==> src/rtl/pipe_hazard_ctrl_pkg.sv <==
// Shared definitions for the pipeline control unit.
//   - Forward-select encodings driven on sel_src1 / sel_src2.
//   - Memory-wait FSM state type.
//   - Default register-index width.
package pipe_hazard_ctrl_pkg;

  localparam int REG_AW_DEF = 4;

  localparam logic [1:0] SEL_RF  = 2'd0;
  localparam logic [1:0] SEL_MEM = 2'd1;
  localparam logic [1:0] SEL_WB  = 2'd2;

  typedef enum logic [1:0] {
    IDLE = 2'd0,
    WAIT = 2'd1,
    ERR  = 2'd2
  } memState_t;

endpackage

==> src/rtl/pipe_sat_counter.sv <==
// Saturating event counter used for the pipeline performance statistics.
// Ports:
//   clk   - clock
//   rst   - asynchronous reset, active-low
//   inc   - count one event this cycle
//   count - running total, sticks at all-ones
module pipe_sat_counter #(
  parameter int CNT_W = 16
) (
  input  logic             clk,
  input  logic             rst,
  input  logic             inc,
  output logic [CNT_W-1:0] count
);

  always_ff @(posedge clk or negedge rst) begin
    if (!rst) begin
      count <= '0;
    end else if (inc && (count != '1)) begin
      count <= count + 1'b1;
    end
  end

endmodule

==> src/rtl/pipe_hazard_ctrl.sv <==
// Pipeline control unit for the 5-stage core: load-use / full-stall hazard
// detection, forwarding selects, multi-cycle data-memory wait handling with a
// timeout flag, branch flush arbitration and saturating performance counters.
//
// Build option: PIPE_HAZARD_CTRL_FWD_EN
//   defined   - forwarding comparators are built; fwd_en chooses at runtime
//               between forwarding and full-stall behaviour.
//   undefined - selects are tied to the register file, fwd_en is ignored and
//               hazard detection always uses full-stall rules.
//
// Ports:
//   clk, rst                  clock, asynchronous active-low reset
//   fwd_en                    runtime forwarding enable
//   id_src1/2, id_two_src     ID-stage sources, src2 valid flag
//   ex/mem/wb_dest, *_wb_en   destinations and write-back enables
//   ex_mem_rd                 EX instruction is a load
//   idex_src1/2               sources latched in ID/EX (forwarding)
//   mem_req, mem_ready        data-memory handshake
//   branch_taken              taken branch resolved in EX
//   freeze_front, bubble_idex, hold_back, flush_ifid, flush_idex
//   sel_src1/2                forwarding selects (SEL_RF/SEL_MEM/SEL_WB)
//   mem_err                   sticky memory-timeout flag
//   cnt_stall/memwait/flush   saturating performance counters
module pipe_hazard_ctrl
  import pipe_hazard_ctrl_pkg::*;
#(
  parameter int REG_AW  = REG_AW_DEF,
  parameter int TIMEOUT = 255,
  parameter int CNT_W   = 16
) (
  input  logic              clk,
  input  logic              rst,
  input  logic              fwd_en,
  input  logic [REG_AW-1:0] id_src1,
  input  logic [REG_AW-1:0] id_src2,
  input  logic              id_two_src,
  input  logic [REG_AW-1:0] ex_dest,
  input  logic [REG_AW-1:0] mem_dest,
  input  logic [REG_AW-1:0] wb_dest,
  input  logic              ex_wb_en,
  input  logic              mem_wb_en,
  input  logic              wb_wb_en,
  input  logic              ex_mem_rd,
  input  logic [REG_AW-1:0] idex_src1,
  input  logic [REG_AW-1:0] idex_src2,
  input  logic              mem_req,
  input  logic              mem_ready,
  input  logic              branch_taken,
  output logic              freeze_front,
  output logic              bubble_idex,
  output logic              hold_back,
  output logic              flush_ifid,
  output logic              flush_idex,
  output logic [1:0]        sel_src1,
  output logic [1:0]        sel_src2,
  output logic              mem_err,
  output logic [CNT_W-1:0]  cnt_stall,
  output logic [CNT_W-1:0]  cnt_memwait,
  output logic [CNT_W-1:0]  cnt_flush
);

  localparam int WCNT_W = (TIMEOUT < 2) ? 1 : $clog2(TIMEOUT + 1);

  function automatic logic srcHit(input logic [REG_AW-1:0] src,
                                  input logic [REG_AW-1:0] dst,
                                  input logic              wbEn);
    return wbEn && (src == dst);
  endfunction

  logic      memHold;
  logic      fwdActive;
  logic      exHit;
  logic      memHit;
  logic      hazard;
  memState_t state;
  memState_t stateNext;
  logic [WCNT_W-1:0] waitCnt;

  assign memHold = mem_req & ~mem_ready;

`ifdef PIPE_HAZARD_CTRL_FWD_EN
  function automatic logic [1:0] fwdSel(input logic [REG_AW-1:0] src);
    if (srcHit(src, mem_dest, mem_wb_en)) return SEL_MEM;
    if (srcHit(src, wb_dest, wb_wb_en))   return SEL_WB;
    return SEL_RF;
  endfunction

  assign fwdActive = fwd_en;
  assign sel_src1  = fwdActive ? fwdSel(idex_src1) : SEL_RF;
  assign sel_src2  = fwdActive ? fwdSel(idex_src2) : SEL_RF;
`else
  // Forwarding hardware is absent in this build; these inputs are unused.
  logic unusedFwdInputs;
  assign unusedFwdInputs = ^{fwd_en, wb_dest, wb_wb_en, idex_src1, idex_src2};
  assign fwdActive = 1'b0;
  assign sel_src1  = SEL_RF;
  assign sel_src2  = SEL_RF;
`endif

  // src2 only participates when the ID instruction actually reads it.
  assign exHit  = srcHit(id_src1, ex_dest, ex_wb_en) |
                  (id_two_src & srcHit(id_src2, ex_dest, ex_wb_en));
  assign memHit = srcHit(id_src1, mem_dest, mem_wb_en) |
                  (id_two_src & srcHit(id_src2, mem_dest, mem_wb_en));

  // With forwarding only a load in EX cannot be bypassed; without it any
  // in-flight producer in EX or MEM forces a stall.
  assign hazard = fwdActive ? (exHit & ex_mem_rd) : (exHit | memHit);

  // Priority: memory wait freezes everything, then a taken branch flushes
  // (the wrong-path instruction in ID is discarded, so no load-use stall),
  // then the data hazard.
  always_comb begin
    hold_back    = 1'b0;
    freeze_front = 1'b0;
    bubble_idex  = 1'b0;
    flush_ifid   = 1'b0;
    flush_idex   = 1'b0;
    if (memHold) begin
      hold_back    = 1'b1;
      freeze_front = 1'b1;
    end else if (branch_taken) begin
      flush_ifid = 1'b1;
      flush_idex = 1'b1;
    end else if (hazard) begin
      freeze_front = 1'b1;
      bubble_idex  = 1'b1;
    end
  end

  always_ff @(posedge clk or negedge rst) begin
    if (!rst) begin
      state <= IDLE;
    end else begin
      state <= stateNext;
    end
  end

  // A completion in WAIT takes priority over a coincident timeout.
  always_comb begin
    stateNext = state;
    case (state)
      IDLE: if (memHold) stateNext = WAIT;
      WAIT: begin
        if (mem_ready) begin
          stateNext = IDLE;
        end else if (waitCnt == WCNT_W'(TIMEOUT)) begin
          stateNext = ERR;
        end
      end
      ERR:     if (mem_ready) stateNext = IDLE;
      default: stateNext = IDLE;
    endcase
  end

  always_ff @(posedge clk or negedge rst) begin
    if (!rst) begin
      waitCnt <= '0;
    end else if (state == WAIT) begin
      waitCnt <= waitCnt + 1'b1;
    end else begin
      waitCnt <= '0;
    end
  end

  always_ff @(posedge clk or negedge rst) begin
    if (!rst) begin
      mem_err <= 1'b0;
    end else if ((state == WAIT) && (stateNext == ERR)) begin
      mem_err <= 1'b1;
    end
  end

  pipe_sat_counter #(.CNT_W(CNT_W)) uStallCnt (
    .clk   (clk),
    .rst   (rst),
    .inc   (bubble_idex),
    .count (cnt_stall)
  );

  pipe_sat_counter #(.CNT_W(CNT_W)) uMemWaitCnt (
    .clk   (clk),
    .rst   (rst),
    .inc   (memHold),
    .count (cnt_memwait)
  );

  pipe_sat_counter #(.CNT_W(CNT_W)) uFlushCnt (
    .clk   (clk),
    .rst   (rst),
    .inc   (flush_idex),
    .count (cnt_flush)
  );

endmodule
==> config.mk <==
export PLATFORM = sky130hd
export DESIGN_NAME = pipe_hazard_ctrl
export DESIGN_NICKNAME = d
export VERILOG_FILES = /design/src/rtl/pipe_hazard_ctrl_pkg.sv /design/src/rtl/pipe_sat_counter.sv /design/src/rtl/pipe_hazard_ctrl.sv
export SDC_FILE = /design/constraint.sdc
export NUM_CORES = 1
export LEC_CHECK = 0
export ABC_AREA = 1
export BUFFER_PORTS_ARGS = -buffer_cell sky130_fd_sc_hd__buf_2
export CAP_MARGIN = 20
export CORE_MARGIN = 3
export CORE_UTILIZATION = 32
export CTS_CLUSTER_DIAMETER = 150
export DETAILED_ROUTE_END_ITERATION = 10
export MAX_ROUTING_LAYER = met4
export PLACE_DENSITY = 0.57
export SYNTH_ARGS = -nofsm -noshare
export SYNTH_HDL_FRONTEND = slang
export SYNTH_SLANG_ARGS = --single-unit
export TNS_END_PERCENT = 100
==> constraint.sdc <==
create_clock -name clk -period 1.9 [get_ports clk]
set_input_delay 0.38 -clock clk [delete_from_list [all_inputs] [get_ports clk]]
set_output_delay 0.38 -clock clk [all_outputs]
set_load 0.03 [all_outputs]
== After elaboration in Yosys (flattened, before gate mapping) ==
Index checks and enable logic that the tools add are counted.

* $lt $le $gt $ge: 0
* Multiply operators: 0
* Equal/unequal tests: 11
* Bitwise operators: 7
* Shift-type cells: 0
* Reduce and logical (&&, ||, !) cells: 9
* Divide/modulo/power cells: 0
* Multiplexer cells: 13
* Add/sub/neg operators: 4

{| class="wikitable"
|+ Operators by type and width
! cell !! count
|-
| 16-bit by 1-bit adder with 16-bit output (second input constant) || 3
|-
| 16-bit inequality test (second input constant) || 3
|-
| 4-bit == test || 4
|-
| 8-bit by 1-bit adder with 8-bit output (second input constant) || 1
|-
| 8-bit == test (second input constant) || 1
|-
| 1-bit logical AND || 8
|-
| 2-bit two-way mux || 4
|-
| 8-bit two-way mux || 1
|-
| 1-bit two-way mux || 7
|-
| 2-bit case mux with 3 select lines || 1
|-
| 2-bit == test (second input constant) || 2
|-
| 1-bit AND || 3
|-
| 1-bit bitwise OR || 3
|-
| 2-bit by 1-bit == test with 1-bit output (second input constant) || 1
|-
| 2-bit logical NOT || 1
|-
| 1-bit NOT || 1
|}

* Bits in latches: 0
* Register bits after elaboration: 59
* Input bits: 39
* RAM bits: 0
* Memory bits (read-only): 0
* Memories kept: 0
* Logic and storage cells: 50

== Depth between registers and ports, before layout ==
Gate-level depths: netlist of run 1.

* Depth after elaboration: 9
* Gate-level depth with buffers: 13

== By module ==
Synthesis of run 1 repeated with hierarchy kept, for this count alone.

* Cell total of the unflattened synthesis: 580
* Area, all modules: 4013.8 sq um

{| class="wikitable"
|+ By module, submodules not included
! module !! times used !! sequential area each (sq um) !! cells each !! area each (sq um)
|-
| pipe_sat_counter || 3 || 400.4 || 149 || 1058.5
|-
| pipe_hazard_ctrl || 1 || 275.3 || 133 || 838.3
|}

== Worst setup path before layout of run 1 ==
Ideal clock, no wire load.

* Kind: reg-to-reg
* Start point: reg uStallCnt.count[0]
* End point: reg uStallCnt.count[4]
* Data required time: 1.783 ns
* Data arrival time: 1.740 ns
* Path buffers: 1
* Setup slack: 0.043 ns
* Cell stages (with the launch flop): 12
* Cells stage by stage: dfrtp_1 -> ha_1 -> nand2_2 -> inv_2 -> nand4_1 -> nor2_2 -> nand4_2 -> clkinv_1 -> nor2_4 -> buf_8 -> nand2_2 -> nand2_1

* Longest elaborated chain between the ends: 2
* Elaborated cells on any way between the ends: 3
* Classes of those cells: 1 x add/sub; 1 x eq/ne; 1 x reduce/logical

{| class="wikitable"
|+ Ends and longest elaborated chain
! item !! line !! RTL
|-
| from (decl) || pipe_sat_counter.sv:13 || <nowiki>output logic [CNT_W-1:0] count</nowiki>
|-
| from (signal assigned) || pipe_sat_counter.sv:20 || <nowiki>count <= count + 1'b1;</nowiki>
|-
| parallel branches: the longest is 2 deep, another holds 16-bit by 1-bit adder with 16-bit output || - ||
|}

Parallel ways; which one is timed is not known.
A chain may end at the register's enable or synchronous reset.

== Worst setup path after layout of run 1 ==
* Start point: in ex_dest[0]
* End point: out bubble_idex

* Longest elaborated chain between the ends: 8
* Elaborated cells on any way between the ends: 10
* Classes of those cells: 2 x eq/ne; 3 x mux; 3 x bitwise; 2 x reduce/logical

{| class="wikitable"
|+ Ends and longest elaborated chain
! item !! line !! RTL
|-
| from (decl) || pipe_hazard_ctrl.sv:37 || <nowiki>input logic [REG_AW-1:0] ex_dest,</nowiki>
|-
| 4-bit == test || pipe_hazard_ctrl.sv:67 || <nowiki>return wbEn && (src == dst);</nowiki>
|-
| 1-bit logical AND || pipe_hazard_ctrl.sv:67 ||
|-
| 1-bit AND || pipe_hazard_ctrl.sv:102 || <nowiki>(id_two_src & srcHit(id_src2, ex_dest, ex_wb_en));</nowiki>
|-
| 1-bit bitwise OR * || pipe_hazard_ctrl.sv:101 || <nowiki>assign exHit = srcHit(id_src1, ex_dest, ex_wb_en) |</nowiki>
|-
| 1-bit bitwise OR * || pipe_hazard_ctrl.sv:108 || <nowiki>assign hazard = fwdActive ? (exHit & ex_mem_rd) : (exHit | memHit);</nowiki>
|-
| 1-bit two-way mux * || pipe_hazard_ctrl.sv:125 || <nowiki>end else if (hazard) begin</nowiki>
|-
| 1-bit two-way mux * || pipe_hazard_ctrl.sv:122 || <nowiki>end else if (branch_taken) begin</nowiki>
|-
| 1-bit two-way mux * || pipe_hazard_ctrl.sv:119 || <nowiki>if (memHold) begin</nowiki>
|-
| to (decl) || pipe_hazard_ctrl.sv:50 || <nowiki>output logic bubble_idex,</nowiki>
|}

Every way passes the cells marked *; elsewhere a longest branch is shown, timed or not.

==> results of run 1 <==
[power breakdown]
part	leakage (nW)	switching (mW)	internal [mW]
clock network	0.0884	0.520	0.540
logic	1.40	0.725	0.353
registers	0.769	0.201	1.43
total	2.26	1.45	2.32
[routing by layer]
layer / GRT usage / routed length (um) / vias to the layer above
li1: - / - / 1493
met1: 0.1816 / 3624 / 1339
met2: 0.2110 / 3589 / 47
met3: 0.02960 / 303 / 7
met4: 0.04058 / 98 / 0
met5: - / 0 / -
[registers in the layout, indices dropped and copies added, names as in the netlist]
| register | flops |
|---|---|
| mem_err | 1 |
| state | 2 |
| uFlushCnt.count | 16 |
| uMemWaitCnt.count | 16 |
| waitCnt | 8 |
| uStallCnt.count | 16 |
[layout by cell type (no fill, tap or decap), drive strengths merged]
master | synthesis | layout
xor2 | 30 | 30
clkbuf | 0 | 12
clkinvlp | 0 | 2
ha | 4 | 4
nor3 | 10 | 10
o32ai | 1 | 1
clkinv | 1 | 3
xnor2 | 16 | 16
conb | 1 | 4
a21oi | 6 | 6
o21ai | 7 | 7
nand4 | 10 | 10
nor2 | 54 | 54
nand2 | 140 | 140
nand3b | 2 | 2
dfrtp | 59 | 59
inv | 53 | 53
nand3 | 27 | 27
buf | 7 | 84
[cells by family (layout without fill, tap and decap cells)]
logic type	count (synthesis)	count (layout)	synth area share
AND/OR/NAND/NOR	243	243	0.3273
buffers and inverters	61	154	0.07971
flip-flops	59	59	0.4354
XOR/XNOR	46	46	0.1188
AO/OA/AOI/OAI	14	14	0.02288
adder cells (fa/ha/maj)	4	4	0.01476
other	1	4	0.001106
[area by class of cell]
| cell class | instances | area, um^2 | share of cell area |
|---|---|---|---|
| inverters | 54 | 202.7 | 0.04875 |
| multi-input cells | 311 | 1664 | 0.4002 |
| clock buffers | 12 | 155.1 | 0.03732 |
| repair buffers | 84 | 467.9 | 0.1125 |
| flip-flops and latches | 59 | 1476 | 0.3551 |
| clock inverters | 4 | 25.02 | 0.006019 |
| well taps | 133 | 166.4 | 0.04002 |
[worst paths after layout]
kind                                 startpoint               endpoint  slack (ns)
max                                  ex_dest[0]            bubble_idex        0.13
min                                         rst     uFlushCnt.count[2]        0.03
max reg2reg                uMemWaitCnt.count[0]  uMemWaitCnt.count[14]        0.20
min reg2reg                          waitCnt[0]             waitCnt[0]        0.47
max in group asynchronous                   rst   uMemWaitCnt.count[2]        1.59
min in group clk                      mem_ready               state[1]        0.35
[stage by stage]
step	worst slack (ns)	hold slack, ns
2_1_floorplan	0.04258	0.08441
3_3_place_gp	0.07421	0.4096
3_5_place_dp	0.06463	0.4248
4_1_cts	0.03951	0.05125
5_1_grt	0.003652	0.05637
6_report	0.1341	0.03313
[repair_timing]
action / in CTS / in global routing
endpoints found under the setup margin: 0 / 21
setup buffers: 0 / 1
gates resized for setup: 0 / 6
[critical path: stages]
cell	delay [ns]
buf_2	0.11
xor2_1	0.15
nor2_1	0.12
nand2_1	0.07
nand2_1	0.08
nand2_2	0.06
nand2_4	0.10
nand3_4	0.08
inv_1	0.07
buf_4	0.16
==> results.json, run 1 <==
{
  "outcome": "finished, final reports clean",
  "grt_pass1_wl_mm": 12.51,
  "first_iter_violations": 88,
  "wl_per_cell_um": 11.59,
  "num-nets-final": 562,
  "synth_edf_count": 0,
  "synthTopCellsByArea": "dfrtp_1 44%, nand2_1 14%, xor2_1 7.7%, inv_1 5.6%, nor2_1 5.6%",
  "seq_area_frac_synth": 0.4354,
  "fin_crit_ns": 1.766,
  "power_mw": 3.769,
  "synthTopCellsByCount": "123 x nand2_1, 59 x dfrtp_1, 51 x inv_1, 51 x nor2_1, 30 x xor2_1",
  "gr-total-overflow": 0,
  "cts.clk_slew.worst_paths_ns": 0.07,
  "clk_latency_ns": 0.34,
  "post-route-drc-count": 0,
  "hold_viol": 0,
  "grt_pass1_vias": 2711,
  "drt_wl_total_mm": 7.616,
  "synth_cell_types": 29,
  "fin_cells": 657,
  "period_share": 0.9294,
  "syn2layout_area_growth_pct": 22.62,
  "arrival_ns": 1.39,
  "place_area_um2": 3944,
  "die_h_um": 108.9,
  "start_util": 0.3376,
  "clock_sinks": 59,
  "worstSetupEndpointType": "output pin",
  "clock_skew_ns": 0.01195,
  "hold_class": "in -> async",
  "worstSetupStartpointType": "input pin",
  "p_per_area_nw_per_um2": 906.6,
  "fillers": 1043,
  "ir_worst_vdd_v": 0.0005219,
  "crit_fanout": 3,
  "dp.cells": 640,
  "cts_tree": "done",
  "synth_seq_cells": 59,
  "finish.instance_area_um2": 4158,
  "ctsHoldBuffers": 0,
  "netlist_area_um2": 3391,
  "grt_max_degree": 60,
  "antenna_cells": 0,
  "die-area_um2": 11870,
  "syn_inst": 428,
  "setup_viol": 0,
  "yosysMostFrequentCell": "nand2_1",
  "drive_gt1_frac": 0.2443,
  "synth.largest_area_cell": "dfrtp_1",
  "vias": 2886,
  "portBuffers": 77,
  "cap_violations": 0,
  "row_count": 36,
  "rsz0062_at_grt": "no",
  "grtUsageTotal": 0.1370,
  "path_class": "in -> out",
  "die_w_um": 108.9,
  "placeableCoreArea_um2": 10040,
  "cts_buffer_depth": 2,
  "ios": 97,
  "firstDrtPassIters": 6,
  "post-dp-hpwl_mm": 5.725,
  "fin_setup_tns_ns": 0,
  "gp_congestion": 0.7918,
  "netlist.area_leader.share": 0.4354,
  "ys.flop_type": "dfrtp_1",
  "ys_async_sr_fraction": 1.000,
  "crit_required_ns": 1.52,
  "utilization": 0.4139,
  "vias_per_cell": 4.393,
  "antenna_found_initial": 0,
  "timing.fmax_ghz": 0.5663,
  "synth.avg_cell_area_um2": 7.922,
  "finalMaxSlewViolations": 0,
  "power_leakage_nw": 2.261,
  "cts_made_buffers": 9,
  "yosysWarnings": 0,
  "htreeDepth": 3,
  "clockRootBuffer": "clkbuf_8",
  "reg2reg_depth": 8,
  "ant_nets": 0
}
No activity file was read; power rests on OpenSTA's default activity.
==> run 2, diff against run 1 <==
Settings changed: REMOVE_ABC_BUFFERS set to 1.
==> run 2 against run 1 <==
Effect of this change: design area up 1.4%; worst setup slack about the same; clock skew down 0.0026 ns; cell count down 0.15%; first-iteration DRC count up 70%; combinational power about the same; utilization up 0.60 points; non-clock buffer count down 1; sequential power about the same; power up 9.2%.
==> results.json, run 2 (same netlist as run 1, synthesis figures left out) <==
{
  "worstSetupEndpointType": "output pin",
  "clockRootBuffer": "clkbuf_8",
  "multi_input_area_um2": 1667,
  "ir_worst_vdd_v": 0.0006271,
  "hold_viol": 0,
  "power_leakage_nw": 2.290,
  "power_switching_share": 0.3469,
  "die_w_um": 108.9,
  "path_class": "in -> out",
  "placeableCoreArea_um2": 10040,
  "htreeDepth": 3,
  "ant_nets": 0,
  "antenna_cells": 0,
  "post-dp-hpwl_mm": 5.643,
  "cap_violations": 0,
  "rsz0062_at_grt": "no",
  "switchingPower_mw": 1.428,
  "grt_pass1_wl_mm": 12.65,
  "cts_made_buffers": 9,
  "wl_met3_um": 317,
  "gr-total-overflow": 0,
  "intPower_mw": 2.688,
  "start_util": 0.3376,
  "most-common-layout-cells": "123 x nand2_1, 75 x buf_2, 59 x dfrtp_1",
  "crit_fanout": 3,
  "largestRegisters": "uFlushCnt.count: 16 flops, uMemWaitCnt.count: 16 flops, uStallCnt.count: 16 flops",
  "gp_congestion": 0.8289,
  "p_seq_frac": 0.397,
  "hold_class": "in -> async",
  "wl_met2_mm": 3.621,
  "crit_path_top_delay_cell": "clkbuf_4",
  "drive_gt1_frac": 0.2447,
  "portBuffers": 77,
  "r2r_start": "uFlushCnt.count[0]",
  "die-area_um2": 11870,
  "ios": 97,
  "reg2reg_depth": 9,
  "vias": 2953,
  "wl_per_cell_um": 11.43,
  "max_stage_delay_ns": 0.19,
  "drt-met1-wl_mm": 3.418,
  "reg2reg_slack_ns": 0.24,
  "arrival_ns": 1.39,
  "cts_tree": "done",
  "startpoint": "id_src1[1]",
  "fin_crit_ns": 1.766,
  "power_frac_comb": 0.263,
  "drt_wl_total_mm": 7.501,
  "utilization": 0.4199,
  "setup_viol": 0,
  "cts.clk_slew.worst_paths_ns": 0.07,
  "row_count": 36,
  "layout_commonest_cell": "nand2_1",
  "worstSetupStartpointType": "input pin",
  "clock_power_share": 0.341,
  "post-route-drc-count": 0,
  "cp_cell_sequence": "buf_2 -> xor2_1 -> nor2_1 -> nand2_1 -> nand2_1 -> nand2_2 -> nand2_4 -> nand2_1 -> nand2_1 -> clkbuf_4",
  "fin_setup_tns_ns": 0,
  "highest_layer": "met4",
  "firstDrtPassIters": 4,
  "p_per_area_nw_per_um2": 975.8,
  "clock_skew_ns": 0.009346,
  "finalMaxSlewViolations": 0,
  "first_iter_violations": 150,
  "num-nets-final": 561,
  "regArea_um2": 1476,
  "antenna_found_initial": 0,
  "ctsHoldBuffers": 0,
  "die_h_um": 108.9,
  "reg2reg_to": "uFlushCnt.count[13]",
  "power_mw": 4.116,
  "vias_per_cell": 4.502,
  "period_share": 0.9295,
  "cts_buffer_depth": 2,
  "grt_max_degree": 60,
  "syn2layout_area_growth_pct": 24.39,
  "timing.fmax_ghz": 0.5663,
  "cp_common_cell": "nand2_1",
  "fillers": 1031,
  "clock_sinks": 59,
  "outcome": "finished, final reports clean",
  "crit_required_ns": 1.52,
  "grt_pass1_vias": 2830,
  "grtUsageTotal": 0.1386,
  "clk_latency_ns": 0.33
}
==> run 2: cell types whose count changed in the layout (fill, tap and decap cells not counted) <==
cell,previous run,this run
buf_4,7,4
bufinv_16,0,3
clkinvlp_4,2,0
buf_6,0,1
clkbuf_4,0,1
clkbuf_8,11,10
nor2_1,50,49
nor2_2,2,3
==> run 2: per-stage QoR <==
step | setup slack, ns | hold slack [ns] | area [um^2] | cells
4_1_cts | 0.05340 | 0.04636 | 4178 | 655
2_1_floorplan | 0.04482 | 0.08441 | 3334 | 424
3_3_place_gp | 0.07576 | 0.4118 | 3936 | 639
3_5_place_dp | 0.05041 | 0.4168 | 3936 | 639
6_report | 0.1340 | 0.03933 | 4218 | 656
5_1_grt | 0.009857 | 0.03437 | 4218 | 656
==> run 2: cell type report <==
cell class	instances	area share
Clock buffer	11	0.03352
Clock inverter	5	0.02373
Inverter	54	0.04806
Multi-Input combinational cell	311	0.3951
Sequential cell	59	0.3500
Tap cell	133	0.03945
Timing Repair Buffer	83	0.1101
==> run 2: how the worst max path moves through the flow <==
| stage | endpoint | slack (ns) |
|---|---|---|
| 2_1_floorplan | uFlushCnt.count[13] | 0.04 |
| 6_report | freeze_front | 0.13 |
| 3_5_place_dp | uStallCnt.count[12] | 0.05 |
| 4_1_cts | uStallCnt.count[13] | 0.05 |
| 5_1_grt | freeze_front | 0.01 |
| 3_3_place_gp | uStallCnt.count[14] | 0.08 |
==> run 2: power by group through the flow <==
stage               Clock [mW]  Sequential (mW)  Combinational, mW
floorplan                    0             1.97              0.389
global placement             0             1.65               1.08
detailed placement           0             1.66               1.09
CTS                       1.45             1.63               1.09
global route              1.52             1.68               1.20
finish                    1.40             1.63               1.08
==> run 2: layer usage <==
layer | global-route usage | vias to the layer above
met5 | - | -
met4 | 0.04599 | 0
met3 | 0.03908 | 14
met2 | 0.2259 | 58
met1 | 0.1654 | 1383
li1 | - | 1498
==> run 2: timing repair <==
| action | 4_1_cts | 5_1_grt |
|---|---|---|
| buffers inserted | 0 | 1 |
| resized for setup | 0 | 7 |
| endpoints found under the setup margin | 0 | 21 |
==> run 2: critical path, delay by kind of cell <==
kind | cells | cell delay (ns)
xor+xnor | 1 | 0.16
buf+inv | 2 | 0.30
simple gates | 7 | 0.55
